`src/rtl/uart_apb_pkg.sv`:
```
// Shared types and constants for the UART APB arbiter: FSM state encoding,
// APB field widths and the latched command record.
package uart_apb_pkg;

   localparam int APB_ADDR_W = 12;
   localparam int APB_DATA_W = 32;
   localparam int APB_STRB_W = 4;

   typedef enum logic [1:0] {
      IDLE,
      SETUP,
      ACCESS
   } state_t;

   // One requester's word command as captured at grant time.
   typedef struct packed {
      logic                  wr;
      logic [APB_ADDR_W-1:0] addr;
      logic [APB_DATA_W-1:0] wdata;
      logic [APB_STRB_W-1:0] strb;
   } cmd_t;

endpackage

```
`src/rtl/rr_arbiter.sv`:
```
// Round-robin arbiter. The requester granted last has the lowest priority
// at the next arbitration; the search starts at last_gnt+1 and wraps.
module rr_arbiter #(
   parameter int N_REQ = 2,
   parameter int IDX_W = (N_REQ > 1) ? $clog2(N_REQ) : 1
) (
   input  logic             clk,
   input  logic             reset,
   input  logic [N_REQ-1:0] req,
   input  logic             gnt_en,
   output logic [N_REQ-1:0] gnt,
   output logic [IDX_W-1:0] gnt_idx,
   output logic             gnt_valid
);

   logic [IDX_W-1:0] last_gnt;
   logic [IDX_W-1:0] hi_idx;
   logic [IDX_W-1:0] lo_idx;
   logic             hi_valid;

   // Pick the lowest requester above last_gnt, else the lowest overall.
   always_comb begin
      // NOTE: every signal written here gets a default first, so no path leaves a latch.
      hi_valid  = 1'b0;
      hi_idx    = '0;
      gnt_valid = 1'b0;
      lo_idx    = '0;
      gnt       = '0;
      // Scan downwards so the last hit is the lowest index.
      for (int k = N_REQ - 1; k >= 0; k--) begin
         if (req[k]) begin
            gnt_valid = 1'b1;
            lo_idx    = IDX_W'(k);
            if (k > int'(last_gnt)) begin
               hi_valid = 1'b1;
               hi_idx   = IDX_W'(k);
            end
         end
      end
      gnt_idx = hi_valid ? hi_idx : lo_idx;
      if (gnt_valid) begin
         gnt[gnt_idx] = 1'b1;
      end
   end

   // Move the round-robin pointer to the winner whenever a grant is taken.
   always_ff @(posedge clk) begin
      // NOTE: non-blocking updates keep every register reading pre-edge values, independent of block order.
      if (reset) begin
         last_gnt <= IDX_W'(N_REQ - 1);
      end else if (gnt_en && gnt_valid) begin
         last_gnt <= gnt_idx;
      end
   end

endmodule

```
`src/rtl/uart_apb_arbiter.sv`:
```
// Shares one UART APB slave port between N_REQ requesters: round-robin
// grant, APB SETUP/ACCESS sequencing, registered completion and a wait
// timeout that aborts a stalled access.
module uart_apb_arbiter
   import uart_apb_pkg::*;
#(
   parameter int N_REQ       = 2,
   parameter int TIMEOUT_CYC = 16
) (
   input  logic                          clk,
   input  logic                          reset,
   input  logic [N_REQ-1:0]              req_i,
   input  logic [N_REQ-1:0]              wr_i,
   input  logic [N_REQ*APB_ADDR_W-1:0]   addr_i,
   input  logic [N_REQ*APB_DATA_W-1:0]   wdata_i,
   input  logic [N_REQ*APB_STRB_W-1:0]   strb_i,
   output logic [N_REQ-1:0]              done_o,
   output logic [APB_DATA_W-1:0]         rdata_o,
   output logic                          err_o,
   output logic                          timeout_o,
   output logic                          psel,
   output logic                          penable,
   output logic                          pwrite,
   output logic [APB_ADDR_W-1:0]         paddr,
   output logic [APB_STRB_W-1:0]         pstrb,
   output logic [APB_DATA_W-1:0]         pwdata,
   input  logic                          pready,
   input  logic                          pslverr,
   input  logic [APB_DATA_W-1:0]         prdata
);

   localparam int IDX_W = (N_REQ > 1) ? $clog2(N_REQ) : 1;
   localparam int CNT_W = $clog2(TIMEOUT_CYC);
   localparam logic [CNT_W-1:0] CNT_LAST = CNT_W'(TIMEOUT_CYC - 1);

   state_t           state;
   cmd_t             cmd_in [N_REQ];
   cmd_t             cmd_sel;
   cmd_t             cmd_q;
   logic [N_REQ-1:0] gnt;
   logic [N_REQ-1:0] gnt_q;
   logic [IDX_W-1:0] gnt_idx;
   logic             gnt_valid;
   logic             gnt_en;
   logic [CNT_W-1:0] cnt;

   // Unpack the flat request buses; strobes are zeroed for reads here so
   // pstrb is already clean when the command is latched.
   for (genvar k = 0; k < N_REQ; k++) begin : g_unpack
      assign cmd_in[k] = '{
         wr:    wr_i[k],
         addr:  addr_i[k*APB_ADDR_W +: APB_ADDR_W],
         wdata: wdata_i[k*APB_DATA_W +: APB_DATA_W],
         strb:  wr_i[k] ? strb_i[k*APB_STRB_W +: APB_STRB_W] : {APB_STRB_W{1'b0}}
      };
   end

   assign cmd_sel = cmd_in[gnt_idx];

   // Arbitrate only in a genuine IDLE cycle: the done cycle is also IDLE
   // but its requester may still hold req, so it must not win again.
   assign gnt_en = (state == IDLE) && (done_o == '0);

   rr_arbiter #(
      .N_REQ (N_REQ),
      .IDX_W (IDX_W)
   ) u_rr_arbiter (
      .clk       (clk),
      .reset     (reset),
      .req       (req_i),
      .gnt_en    (gnt_en),
      .gnt       (gnt),
      .gnt_idx   (gnt_idx),
      .gnt_valid (gnt_valid)
   );

   assign pwrite = cmd_q.wr;
   assign paddr  = cmd_q.addr;
   assign pstrb  = cmd_q.strb;
   assign pwdata = cmd_q.wdata;

   // Transfer sequencer: grant/latch, SETUP, ACCESS with wait counting,
   // then a one-cycle registered completion pulse.
   always_ff @(posedge clk) begin
      if (reset) begin
         state     <= IDLE;
         cmd_q     <= '0;
         gnt_q     <= '0;
         cnt       <= '0;
         psel      <= 1'b0;
         penable   <= 1'b0;
         done_o    <= '0;
         rdata_o   <= '0;
         err_o     <= 1'b0;
         timeout_o <= 1'b0;
      end else begin
         done_o    <= '0;
         rdata_o   <= '0;
         err_o     <= 1'b0;
         timeout_o <= 1'b0;
         case (state)
            IDLE: begin
               if (gnt_en && gnt_valid) begin
                  cmd_q <= cmd_sel;
                  gnt_q <= gnt;
                  psel  <= 1'b1;
                  state <= SETUP;
               end
            end
            SETUP: begin
               penable <= 1'b1;
               state   <= ACCESS;
            end
            ACCESS: begin
               if (pready) begin
                  done_o  <= gnt_q;
                  rdata_o <= cmd_q.wr ? '0 : prdata;
                  err_o   <= pslverr;
                  psel    <= 1'b0;
                  penable <= 1'b0;
                  cnt     <= '0;
                  state   <= IDLE;
               end else if (cnt == CNT_LAST) begin
                  done_o    <= gnt_q;
                  err_o     <= 1'b1;
                  timeout_o <= 1'b1;
                  psel      <= 1'b0;
                  penable   <= 1'b0;
                  cnt       <= '0;
                  state     <= IDLE;
               end else begin
                  cnt <= cnt + 1'b1;
               end
            end
            default: begin
               state <= IDLE;
            end
         endcase
      end
   end

endmodule

```
`config.mk`:
```
export PLATFORM = sky130hd
export DESIGN_NAME = uart_apb_arbiter
export DESIGN_NICKNAME = d
export VERILOG_FILES = /design/src/rtl/uart_apb_pkg.sv /design/src/rtl/rr_arbiter.sv /design/src/rtl/uart_apb_arbiter.sv
export SDC_FILE = /design/constraint.sdc
export NUM_CORES = 1
export LEC_CHECK = 0
export ABC_AREA = 1
export BUFFER_PORTS_ARGS = -buffer_cell sky130_fd_sc_hd__buf_2
export CAP_MARGIN = 20
export CORE_ASPECT_RATIO = 1.75
export CORE_UTILIZATION = 50
export CTS_CLUSTER_SIZE = 30
export DETAILED_ROUTE_END_ITERATION = 8
export PLACE_DENSITY = 0.88
export SETUP_SLACK_MARGIN = 0.4
export SLEW_MARGIN = 20
export SYNTH_ARGS = -nofsm -noshare
export SYNTH_HDL_FRONTEND = slang
export SYNTH_SLANG_ARGS = --single-unit
export TNS_END_PERCENT = 10
```
`constraint.sdc`:
```
create_clock -name clk -period 1.97 [get_ports clk]
set_input_delay 0.0985 -clock clk [delete_from_list [all_inputs] [get_ports clk]]
set_output_delay 0.0985 -clock clk [all_outputs]
set_load 0.05 [all_outputs]
```
After elaboration in Yosys (flattened, before gate mapping)
Cells that the tools add are included.
{ "totals": {"reg_bits": 96, "input_bits": 136, "output_inout_bits": 87, "elab_cells": 70} }
{ "classes": {"add_sub_neg": 1, "magnitude_cmp": 4, "n_eq_ne": 5, "mux": 29, "bitwise": 3, "n_reduce_logical": 14} }
{ "op_table": {"columns": ["cell", "n"], "rows": [
  ["$mux W49", 3],
  ["$mux W4", 4],
  ["$mux W1", 12],
  ["$mux W2", 6],
  ["$pmux W2 S3", 1],
  ["$reduce_and A2 Y1", 3],
  ["$add A4 B1 Y4 const B", 1],
  ["$eq A4 B4 Y1 const B", 1],
  ["$logic_not A2 Y1", 2],
  ["$pmux W1 S2", 2],
  ["$reduce_bool A2 Y1", 2],
  ["$reduce_or A4 Y1", 1],
  ["$logic_and A1 B1 Y1", 3],
  ["$ne A3 B3 Y1 const B", 1],
  ["$reduce_and A3 Y1", 1],
  ["$reduce_or A3 Y1", 1],
  ["$eq A2 B1 Y1 const B", 1],
  ["$eq A2 B2 Y1 const B", 1],
  ["$ge A2 B2 Y1 const B", 1],
  ["$lt A1 B2 Y1 const B", 1],
  ["$ne A2 B1 Y1 const B", 1],
  ["$not A1 Y1", 2],
  ["$not A1 Y2", 1],
  ["$reduce_or A2 Y1", 1],
  ["other kinds (3)", 3]
]} }

Logic depth before layout (Yosys ltp)
Gate-level depths: netlist (run 1).
{ "depth": {"depth_word": 9, "mapped_depth": 8, "depth_no_buf": 6} }

Modules after synthesis
A second synthesis (run 1) with hierarchy kept.
{ "unflattened": {"hier_cells": 656, "hier_area_um2": 4137.7} }
{ "by_module_without_submodules": {"columns": ["module", "n_inst", "cells_each", "area_each_um2", "seq_area_each_um2"], "rows": [
  ["uart_apb_arbiter", 1, 643, 4057.6, 1901.8],
  ["rr_arbiter", 1, 13, 80.1, 20.0]
]} }

Worst setup path before layout (run 1)
OpenSTA, ideal clock, no wires.
{ "synth_timing": {"kind": "reg-to-reg", "start": "register done_o[1]", "end": "register cmd_q (netlist bit pwrite)", "setup_time_ns": 0.113, "arrival_time_ns": 1.296, "t_required_ns": 1.857, "slack_ns": 0.561, "stages_incl_launch_ff": 8, "path_buffers": 2, "period_less_slack_ns": 1.409, "cell_sequence": "dfxtp_1 nor2_1 nand3_2 buf_4 buf_4 nand2_1 nand2_1 nor2_1"} }
{ "synth_via": {"elab_chain_cells": 4} }
{ "synth_rtl": {"columns": ["element", "line_no", "rtl"], "rows": [
  ["start: declaration", "uart_apb_arbiter.sv:17", "output logic [N_REQ-1:0] done_o,"],
  ["start signal: assignment", "uart_apb_arbiter.sv:116", "done_o <= gnt_q;"],
  ["start signal: assignment", "uart_apb_arbiter.sv:124", "done_o <= gnt_q;"],
  ["$logic_not A2 Y1", "uart_apb_arbiter.sv:62", "assign gnt_en = (state == IDLE) && (done_o == '0);"],
  ["$logic_and A1 B1 Y1", "uart_apb_arbiter.sv:62", null],
  ["$logic_and A1 B1 Y1", "uart_apb_arbiter.sv:103", "if (gnt_en && gnt_valid) begin"],
  ["$reduce_and A2 Y1 (no source line)", null, null],
  ["end signal: assignment", "uart_apb_arbiter.sv:104", "cmd_q <= cmd_sel;"],
  ["end: declaration", "uart_apb_arbiter.sv:39", "cmd_t cmd_q;"]
]} }
No other way between the ends.
A chain may end at the register's enable or synchronous reset.

Worst setup path in the final report (run 1)
{ "layout_timing": {"start": "register state[1]", "end": "register rdata_o[24]"} }
{ "layout_via": {"elab_chain_cells": 3} }
{ "layout_rtl": {"columns": ["element", "line_no", "rtl"], "rows": [
  ["start: declaration", "uart_apb_arbiter.sv:36", "state_t state;"],
  ["start signal: assignment", "uart_apb_arbiter.sv:86", "state <= IDLE;"],
  ["start signal: assignment", "uart_apb_arbiter.sv:107", "state <= SETUP;"],
  ["start signal: assignment", "uart_apb_arbiter.sv:112", "state <= ACCESS;"],
  ["$eq A2 B2 Y1", "uart_apb_arbiter.sv:101", "case (state)"],
  ["$not A1 Y1 (no source line)", null, null],
  ["$reduce_or A4 Y1 (no source line)", null, null],
  ["end signal: assignment", "uart_apb_arbiter.sv:117", "rdata_o <= cmd_q.wr ? '0 : prdata;"],
  ["end: declaration", "uart_apb_arbiter.sv:18", "output logic [APB_DATA_W-1:0] rdata_o,"]
]} }
No other way between the ends.

==> qor.yml, run 1 <==
status: "completed"
start_kind: "register"
holdWs_ps: 16.5
synth_cells: 710
seq_area_um2: 1920
final_util_pct: 72.7
first_pass_iters: 5
crit_type: "register to register"
vias_per_cell: 4.77
synth_top_cells_by_area: "dfxtp_1, nor2_1, inv_1, nand2_1, nand3_1"
die_x_um: 73.8
mostFrequentLayoutCells: "buf_2, nor2_1, inv_1, nand2_1, dfxtp_1"
cts_tree: "built"
gr-total-overflow: 0
dpl_cell_area_um2: 5700
routed_wl_mm: 15.0
core_area_um2: 8730
fin_area_um2: 6340
tightest_slew_ps: 558
grtUsageMet3_pct: 10.3
fin_setup_tns_ps: 0
fmax_mhz: 621
yosysUniqueCellTypes: 19
hold_depth: 3
start_util_pct: 51.6
synth_top_area_share_pct: 42.6
worstPathMaxFanout: 16
wire_per_inst_um: 14.0
drc_errors: 0
mostFrequentLayoutCell: "buf_2"
n_antenna_cell: 0
slew_viol_final: 0
clk_pin_slew_ps: 80
cp_slowest_stage_delay_ps: 430
rrSetupSlack_ps: 360
multi_input_area_um2: 1880
synth_seq_cells: 96
yosys_warnings: 0
layout-drive-gt1-share_pct: 28.5
grt-busiest-layer: "met2"
post_cts_buffers: 0
holdPathEnd: "err_o"
use_met1_pct: 32.3
ios: 223
grt_util_met2_pct: 56.2
rr_worst_depth: 6
clkLatencyLatePin_ps: 350
dieArea_um2: 9410
maxCapViolCount: 0
crit_chain: "inv_2 > nor2_4 > inv_2 > nor2_4 > nand3_2 > nor2_2"
fin_worst_skew_ps: 11.0
crit-reg2reg-launch: "state[1]"
antenna_found_initial: 0
clock_sinks: 96
syn_area_um2: 4510
grt_max_degree: 46
syn_area_per_cell_um2: 6.35
fp-row-count: 45
syn_nets: 847
holdCritPathClass: "input port to register"
h-tree-depth: 3
leakagePower_nw: 3.70
clockBufferDepth: 2
min_from: "pslverr"
post-route-period-util_pct: 81.7
place_hpwl_mm: 9.00
fillers: 706
cp-end-kind: "register"
nets: 1088
r2r_end: "rdata_o[24]"
syn2layout_area_growth_pct: 40.7
finalHoldViolCount: 0
synth_top_area_cell: "dfxtp_1"
numCtsBuffers: 9
seq_area_frac_synth_pct: 42.6
globalplace.congestion: 0.863
setup_violations: 0
ir_worst_vdd_mv: 0.558
cp.required_ps: 2240
grt_pass1_vias: 4889
powerDensity_nw_per_um2: 893
cts_root_buf: "clkbuf_16"
rsz0062_at_grt: "true"
grt.total_usage_pct: 32.4
crit_path_top_delay_cell: "dfxtp_1"
cp.arrival_ps: 1880
drt_iter0_markers: 402
die_h_um: 128
grt_first_pass_wirelength_mm: 22.9
drtAntennaViolNets: 0
max_slew_margin_pct: 62.7
io_buffers: 222
num_vias: 5115
min_period_ps: 1610
[synthesized netlist by cell type]
library cell / n
nor2_1: 178
inv_1: 139
nand2_1: 131
dfxtp_1: 96
nand3_1: 95
buf_2: 16
clkbuf_1: 13
nor2_2: 10
a21oi_1: 8
inv_2: 4
nor2_4: 4
o21ai_0: 4
buf_4: 3
buf_6: 3
nand2_2: 2
ha_1: 1
nand3_2: 1
nand3_4: 1
o21bai_1: 1
[where the power goes]
part	total [mW]	switching [mW]	internal, mW
Sequential	2.18	0.0836	2.10
Combinational	1.65	1.15	0.500
Clock	1.83	0.821	1.01
Total	5.66	2.05	3.61
[through the flow]
stage          setup WS, ps  std cells  power (mW)
2_1_floorplan           561        710        3.35
3_3_place_gp            578       1024        3.76
3_5_place_dp            502       1024        3.79
4_1_cts                 489       1072        5.63
5_1_grt                 322       1073        5.95
6_report                360       1073        5.66
[worst max-delay path by stage]
stage | start | endpoint | cells past startpoint
floorplan | done_o[1] | pwrite | 7
global placement | done_o[1] | pwdata[21] | 5
detailed placement | state[1] | rdata_o[13] | 6
CTS | state[1] | rdata_o[13] | 6
global route | state[1] | rdata_o[24] | 6
finish | state[1] | rdata_o[24] | 6
[registers in the layout (all words and copies together), names as in the netlist]
name / cells
err_o: 1
pwrite: 1
psel: 1
state: 2
pwdata: 32
penable: 1
u_rr_arbiter.last_gnt: 1
cnt: 4
timeout_o: 1
pstrb: 4
paddr: 12
rdata_o: 32
done_o: 2
gnt_q: 2
[metal layers]
layer  vias up  routed length, um
met5         -                  0
met4         0                821
li1       2561                  -
met1      2229               5360
met2       258               7790
met3        67               1060
[critical path: cells and delay by family, from the launching register on]
family                 cells  cell delay (ps)
buffers and inverters      2              160
AND/OR/NAND/NOR            4              950
flip-flops                 1              430
[cells by family (layout without fill, tap and decap cells)]
logic type | Yosys count | after routing | share of synthesized area, %
AOI/OAI and AO/OA | 13 | 13 | 1.50
buffers and inverters | 178 | 423 | 16.0
DFF | 96 | 96 | 42.6
adders and majority gates | 1 | 1 | 0.278
and+or+nand+nor | 422 | 423 | 39.6
[what timing repair did]
action / CTS / global route
resized for setup: 0 / 1
setup endpoints to repair: 0 / 15
hold endpoints to repair: 32 / 0
hold buffers: 32 / 0
[final cells by class]
| type | count | share of cell area, % |
|---|---|---|
| sequential | 96 | 30.3 |
| multi-input combinational | 437 | 29.7 |
| timing repair buffer | 264 | 24.3 |
| inverter | 143 | 8.46 |
| clock buffer | 9 | 3.55 |
| tap | 117 | 2.31 |
| clock inverter | 7 | 1.36 |
Note: power is estimated with default switching activity, not from simulation.
==> run 2: changes to the inputs <==
CORE_UTILIZATION = 42   (was 50)
PLACE_DENSITY = 0.79   (was 0.88)
clock period = 1.32 ns   (was 1.97 ns; I/O delays follow)
==> qor.yml, run 2 (synthesized netlist as in run 1, its figures left out) <==
leakagePower_nw: 3.84
setup_slack_ps: -45.1
cp.arrival_ps: 1640
max_slew_margin_pct: 73.6
mostFrequentLayoutCells: "buf_2, nor2_1, inv_1, nand2_1, nand3_1"
comb_power_share_pct: 30.5
holdCritPathClass: "input port to register"
p_clk_share_pct: 31.2
dpl_cell_area_um2: 5830
post-route-period-util_pct: 103
seqPwrFrac_pct: 38.3
min_period_ps: 1370
layout-drive-gt1-share_pct: 32.6
wire_per_inst_um: 13.4
numCtsBuffers: 9
fin_setup_tns_ps: -72.3
tightest_slew_ps: 396
globalplace.congestion: 0.846
setup_violations: 4
ir_worst_vdd_mv: 0.814
fin_area_um2: 6740
p_switching_mw: 3.14
clockBufferDepth: 2
vias_per_cell: 4.67
drtAntennaViolNets: 0
drc_errors: 0
num_vias: 5133
maxCapViolCount: 0
power.internal_mw: 5.33
fin_worst_skew_ps: 7.83
ios: 223
violations: "setup timing"
grt_pass1_vias: 4809
place_hpwl_mm: 9.10
cts_root_buf: "clkbuf_16"
clkLatencyLatePin_ps: 350
final_util_pct: 65.0
p_total_mw: 8.46
switching_share_pct: 37.1
nets: 1103
finalHoldViolCount: 0
grt_first_pass_wirelength_mm: 22.5
dieArea_um2: 11200
first_pass_iters: 5
cts_tree: "built"
core_area_um2: 10400
h-tree-depth: 3
fp-row-count: 49
io_buffers: 222
crit_type: "register to register"
slew_viol_final: 0
grt_max_degree: 60
routed_wl_mm: 14.7
syn2layout_area_growth_pct: 49.5
die_h_um: 139
mostFrequentLayoutCell: "buf_2"
clk_pin_slew_ps: 80
rsz0062_at_grt: "true"
clock_sinks: 96
antenna_found_initial: 2
gr-total-overflow: 0
fmax_mhz: 733
powerDensity_nw_per_um2: 1260
start_util_pct: 43.5
drt_iter0_markers: 171
die_x_um: 80.3
grt.total_usage_pct: 26.0
status: "finished, violations left"
start_kind: "register"
cp.required_ps: 1600
worstPathMaxFanout: 8
cp-end-kind: "register"
## run 2: path summary, 6_finish.rpt
path                            cells after the start           to  slack [ps]     start
worst max register to register                      7  rdata_o[11]         -50  state[0]
worst min-delay path                                2     gnt_q[1]           6     reset
worst max-delay path                                7  rdata_o[11]         -50  state[0]
worst min register to register                      2    done_o[1]         430  gnt_q[1]
## run 2: stage by stage
stage,setup slack (ps),std cells,hold WS [ps]
2_1_floorplan,180,710,128
3_3_place_gp,147,1039,280
3_5_place_dp,90.6,1039,285
4_1_cts,108,1095,3.08
5_1_grt,-60.5,1100,12.2
6_report,-45.1,1100,6.43
## run 2: metal layers
layer / up-vias / share of wire (%) / routed length [um] / track usage [%]
met5: - / 0 / 0 / 0
met4: 0 / 4.4 / 650 / 14.4
met3: 45 / 6.8 / 1000 / 6.25
met2: 217 / 53 / 7740 / 46.5
met1: 2274 / 36 / 5310 / 26.9
li1: 2597 / - / - / -
## run 2: layout make-up
class / count / area [um2]
fill: 889 / 3620
multi-input combinational: 436 / 2010
sequential: 96 / 1940
timing repair buffer: 280 / 1790
inverter: 143 / 537
clock buffer: 9 / 225
tap: 127 / 159
clock inverter: 7 / 78.8
antenna: 2 / 5.00
## run 2: power by group through the flow
stage / clock [mW] / sequential (mW) / combinational (mW)
2_1_floorplan: 0 / 4.05 / 0.977
3_5_place_dp: 0 / 3.30 / 2.42
5_1_grt: 2.81 / 3.27 / 2.83
3_3_place_gp: 0 / 3.30 / 2.39
6_report: 2.64 / 3.24 / 2.58
4_1_cts: 2.69 / 3.24 / 2.53
## run 2: worst max-delay path, stage by stage, from the launching register on
cell and delay (ps):
dfxtp_2 340, buf_6 120, nor2_4 130, inv_2 70, nor2_4 120, nand3_4 180
buf_16 220, nor2_2 130
## run 2: repair_timing
| item | 4_1_cts | 5_1_grt |
|---|---|---|
| endpoints found under the hold margin | 33 | 0 |
| cloned | 2 | 1 |
| setup buffers | 5 | 2 |
| pin swaps | 2 | 2 |
| hold buffers | 33 | 0 |
| resized for setup | 7 | 35 |
| endpoints found under the setup margin | 182 | 183 |
